**src/rtl/din_sel_seq.sv**
```systemverilog
// din_sel_seq: epoch-based sample read sequencer; define DIN_SEL_SEQ_PINGPONG_EN for alternating read direction
module din_sel_seq #(
  parameter int DEPTH = 10,
  parameter int ADDR_W = 4,
  parameter int EPOCH_W = 8,
  parameter int INIT_CYC = 2
) (
  input  logic               clk,
  input  logic               res_n,
  input  logic               start,
  input  logic               stop,
  input  logic               stall,
  input  logic [EPOCH_W-1:0] epochs,
  output logic               din,
  output logic [ADDR_W-1:0]  addr,
  output logic               select_initial,
  output logic               epoch_done,
  output logic               busy,
  output logic               done
);
  localparam int IC_W = $clog2(INIT_CYC + 1);
  localparam logic [ADDR_W-1:0] TOP = ADDR_W'(DEPTH - 1);
  typedef enum logic [1:0] {IDLE, INIT, RUN, DONE} state_t;
  state_t state;
  logic [IC_W-1:0] ic;
  logic [EPOCH_W-1:0] ep, last_ep, nep;
  logic [ADDR_W-1:0] pend, pend_end;
`ifdef DIN_SEL_SEQ_PINGPONG_EN
  // next pending address; epoch_done marks the read just issued as the epoch's last, so wrap to the next epoch's start
  always_comb begin
    nep = ep + EPOCH_W'(epoch_done);
    pend = !din ? addr : epoch_done ? (ep[0] ? '0 : TOP) : (ep[0] ? addr - ADDR_W'(1) : addr + ADDR_W'(1));
    pend_end = nep[0] ? '0 : TOP;
  end
`else
  // next pending address; every epoch ascends so the wrap always returns to 0
  always_comb begin
    nep = ep + EPOCH_W'(epoch_done);
    pend = !din ? addr : epoch_done ? '0 : addr + ADDR_W'(1);
    pend_end = TOP;
  end
`endif
  // sequencer state with all outputs registered
  always_ff @(posedge clk or negedge res_n) begin
    if (!res_n) begin
      state <= IDLE;
      ic <= '0;
      ep <= '0;
      last_ep <= '0;
      din <= 1'b0;
      addr <= '0;
      select_initial <= 1'b0;
      epoch_done <= 1'b0;
      busy <= 1'b0;
      done <= 1'b0;
    end else begin
      din <= 1'b0;
      select_initial <= 1'b0;
      epoch_done <= 1'b0;
      done <= 1'b0;
      if (stop) begin
        state <= IDLE;
        addr <= '0;
        busy <= 1'b0;
      end else begin
        case (state)
          IDLE: if (start) begin
            state <= INIT;
            ic <= '0;
            last_ep <= (epochs == '0) ? '0 : epochs - EPOCH_W'(1);
            busy <= 1'b1;
          end
          INIT: if (ic == IC_W'(INIT_CYC)) begin
            state <= RUN;
            din <= 1'b1;
            addr <= '0;
            ep <= '0;
          end else begin
            ic <= ic + IC_W'(1);
            select_initial <= 1'b1;
          end
          RUN: if (epoch_done && ep == last_ep) begin
            state <= DONE;
            addr <= '0;
            done <= 1'b1;
          end else begin
            din <= !stall;
            addr <= pend;
            ep <= nep;
            epoch_done <= !stall && pend == pend_end;
          end
          default: begin
            state <= IDLE;
            addr <= '0;
            busy <= 1'b0;
          end
        endcase
      end
    end
  end
endmodule

```
**config.mk**
```make
export PLATFORM = sky130hd
export DESIGN_NAME = din_sel_seq
export DESIGN_NICKNAME = d
export VERILOG_FILES = /design/src/rtl/din_sel_seq.sv
export SDC_FILE = /design/constraint.sdc
export NUM_CORES = 1
export LEC_CHECK = 0
export CAP_MARGIN = 20
export CORE_UTILIZATION = 55
export DETAILED_ROUTE_END_ITERATION = 8
export HOLD_SLACK_MARGIN = 0.05
export PLACE_DENSITY = 0.82
export SETUP_SLACK_MARGIN = 0.15
export SLEW_MARGIN = 0
export SYNTH_ARGS = -nofsm -noshare
export SYNTH_HDL_FRONTEND = slang
export SYNTH_SLANG_ARGS = --single-unit
export TNS_END_PERCENT = 50
```
**constraint.sdc**
```tcl
create_clock -name clk -period 2.1 [get_ports clk]
set_input_delay 0.315 -clock clk [delete_from_list [all_inputs] [get_ports clk]]
set_output_delay 0.315 -clock clk [all_outputs]
set_load 0.02 [all_outputs]
```
==> impl_metrics.yaml <==
outcome:
  run_status: "finished clean"
logic_synthesis:
  synthesis.nets: 202
  synth_cell_types: 46
  synth_simple_gate_area_share_pct: 23.0
  synthTopCellsByCount: "dfrtp_1 (29), nand2_1 (21), o21ai_0 (16), inv_1 (12)"
  synth_enable_flop_cells: 0
  synthCells: 181
  synth_xor_xnor_area_share_pct: 6.54
  synth_async_sr_flop_share_pct: 100
  synthMuxAreaShare_pct: 1.73
  yosys_warnings: 0
  synth_most_common_cell: "dfrtp_1"
  synth_largest_area_cell: "dfrtp_1"
  seq_area_frac_synth_pct: 41.7
  synth_compound_area_share_pct: 18.5
  synth_area_sq_um: 1740
  syn_area_per_cell_sq_um: 9.62
  ffs_latches_synth: 29
  synthAdderAreaFrac_pct: 5.75
  synth_largest_type_area_fraction_pct: 41.7
  post_synth_main_area_contributors: "dfrtp_1 (42%), ha_1 (5.8%), o21ai_0 (4.6%)"
  synth_top_family_by_area: "simple AND/OR/NAND/NOR gates"
  dominant_synthesized_flop_cell: "dfrtp_1"
timing:
  worst_tran_pin_value_ns: 0.617
  hold-worst-slack_ns: 0.357
  grt_setup_unrepaired: "true"
  worst_clock_skew_on_the_final_layout_ns: 0.0100
  setup_viol: 0
  timing.final.crit_share_pct: 93.0
  postLayoutSetupSlackWorst_ns: 0.147
  shortest_period_the_worst_path_allows_ns: 1.95
  highest_attainable_clock_frequency_mhz: 512
  tns_ns: 0
  report.final.slew_viol_count: 0
  slew-limit-headroom_pct: 58.5
  final_hold_vio_count: 0
power:
  worst_ir_drop_vdd_mv: 0.620
  total_leakage_power_nw: 0.881
  cellPowerDensity_nw_per_um2: 862
  fin_total_pwr_mw: 1.86
floorplanning:
  fp.dieW_um: 58.3
  design.core.area_sq_um: 3030
  initial_standard_cell_utilization_of_the_core_pct: 57.5
  die_area_sq_um: 3390
  boundaryPins: 22
  floorplan.rows: 20
  die_height_um: 58.3
detailed_routing:
  firstDrtPassIters: 4
  via_count: 1501
  routed_wirelength_um: 3880
  wire_per_inst_um: 14.9
  detailed_route_vias_per_instance: 5.77
  drt_drc_violations_left: 0
  drt.antenna.violating_nets: 0
  initialDrtViolationCount: 53
placed_design:
  gpl.final_weighted_congestion: 0.856
  placement.io_buffers: 21
  dp.final_hpwl_um: 2800
  pre_cts_ws_ns: 0.0597
critical_path:
  critical_path_arrival_ns: 2.18
  startpoint_type: "register"
  reg2reg_depth: 6
  crit_type: "register to register"
  crit-reg2reg-capture: "addr[2]$_DFFE_PN0P_"
  timing.critical_path.fanout_max: 7
  cp-startpoint: "state[0]$_DFFE_PN0P_"
  timing.rr.start: "state[0]$_DFFE_PN0P_"
  required_ns: 2.33
  critical_path.endpoint_type: "register"
  r2r_slack_ns: 0.15
  setup.worst_path.end: "addr[2]$_DFFE_PN0P_"
finish:
  area.growth.synth_to_final_pct: 24.2
  antennaDiodeCount: 0
  n_fill_cell: 237
  drive_above_1_share_pct: 16.2
  num-nets-final: 236
  fin_util_pct: 71.4
  multi_input_comb_area_sq_um: 1020
  area.sequential_sq_um: 727
clock_tree:
  tritoncts: "yes"
  library_cell_used_as_clock_root_buffer: "clkbuf_4"
  cts_htree_levels: 2
  insertion_delay_ns: 0.33
  clk_pin_slew_worst_paths_ns: 0.09
  clock_sink_count: 29
  tritoncts.num_buffers: 5
  buffers_from_clock_root_to_sink_at_most: 2
grt:
  gr_usage_total_pct: 25.5
  grt_pass1_wl_um: 6540
  first_global_vias: 1484
  grt_start_max_net_pins: 30
  gr-total-overflow: 0
  antenna_found_initial: 0
job:
  timing.max_cap.violations: 0
hold_path:
  hold_class: "input port to async pin"
metal layers:
metal / vias to the layer above / global-route usage, % / wire (um) / part of all wire, %
met5: - / 0 / 0 / 0
met4: 0 / 12.9 / 32 / 0.82
met3: 4 / 4.69 / 157 / 4.0
met2: 47 / 42.2 / 1990 / 51
met1: 720 / 32.0 / 1700 / 44
li1: 730 / - / - / -
flip-flops by register name (all words and copies together) (netlist names), 2 cells and up:
name and flops:
state 2, addr 4, last_ep 8, ep 8
ic 2
layout by cell type (no fill, tap or decap), types with 4 or more instances in the layout:
cell and count:
dfrtp_1 28, clkdlybuf4s50_1 21, nand2_1 20, o21ai_0 16, inv_1 11, xnor2_1 9
nor2_1 9, a21oi_1 7, buf_4 7, nor2b_1 6, nand3_1 5, ha_1 5
clkbuf_4 5, xor2_1 4, nor3_1 4
where the power goes:
group / switching (mW) / internal [mW] / leakage (nW)
Combinational: 0.445 / 0.335 / 0.468
Sequential: 0.0864 / 0.677 / 0.387
Clock: 0.186 / 0.133 / 0.0265
repair_timing:
action,4_1_cts,5_1_grt
setup buffers,0,3
hold endpoints to repair,0,0
hold buffers,0,0
setup endpoints to repair,4,9
pin swaps,1,2
gates resized for setup,2,11
critical path, stage by stage, from the launching register on:
cell	delay (ns)
dfrtp_2	0.45
ha_4	0.20
nor2b_1	0.15
o21ai_0	0.50
a21oi_1	0.15
a2bb2oi_1	0.16
o21ai_0	0.24
per-stage QoR:
step / std cells / cell area, sq um
after CTS: 257 / 2090
final: 260 / 2160
after global routing: 260 / 2160
after global placement: 249 / 2030
after detailed placement: 249 / 2030
after floorplan: 181 / 1740
how the worst min path moves through the flow:
stage | from | to | slack (ns)
6_report | res_n | ep[5]$_DFFE_PN0P_ | 0.36
5_1_grt | res_n | epoch_done$_DFF_PN0_ | 0.40
4_1_cts | res_n | ep[0]$_DFFE_PN0P_ | 0.36
3_5_place_dp | last_ep[0]$_DFFE_PN0P_ | last_ep[0]$_DFFE_PN0P_ | 0.49
3_3_place_gp | ic[1]$_DFFE_PN0P_ | ic[1]$_DFFE_PN0P_ | 0.47
2_1_floorplan | res_n | addr[0]$_DFFE_PN0P_ | 0.02
cell type report:
cell class | instances | area share (%)
flip-flops and latches | 29 | 33.6
well taps | 44 | 2.55
multi-input cells | 139 | 47.3
repair buffers | 28 | 12.2
inverters | 12 | 2.08
clock buffers | 8 | 2.26
cell families (layout without fill, tap and decap cells):
kind of cell / Yosys count / in the layout
fa+ha+maj: 8 / 8
buf+inv: 13 / 48
mux: 3 / 3
compound gates: 44 / 44
xor+xnor: 13 / 13
flops: 29 / 29
simple gates: 71 / 71
No activity file was read; power rests on OpenSTA's default activity.
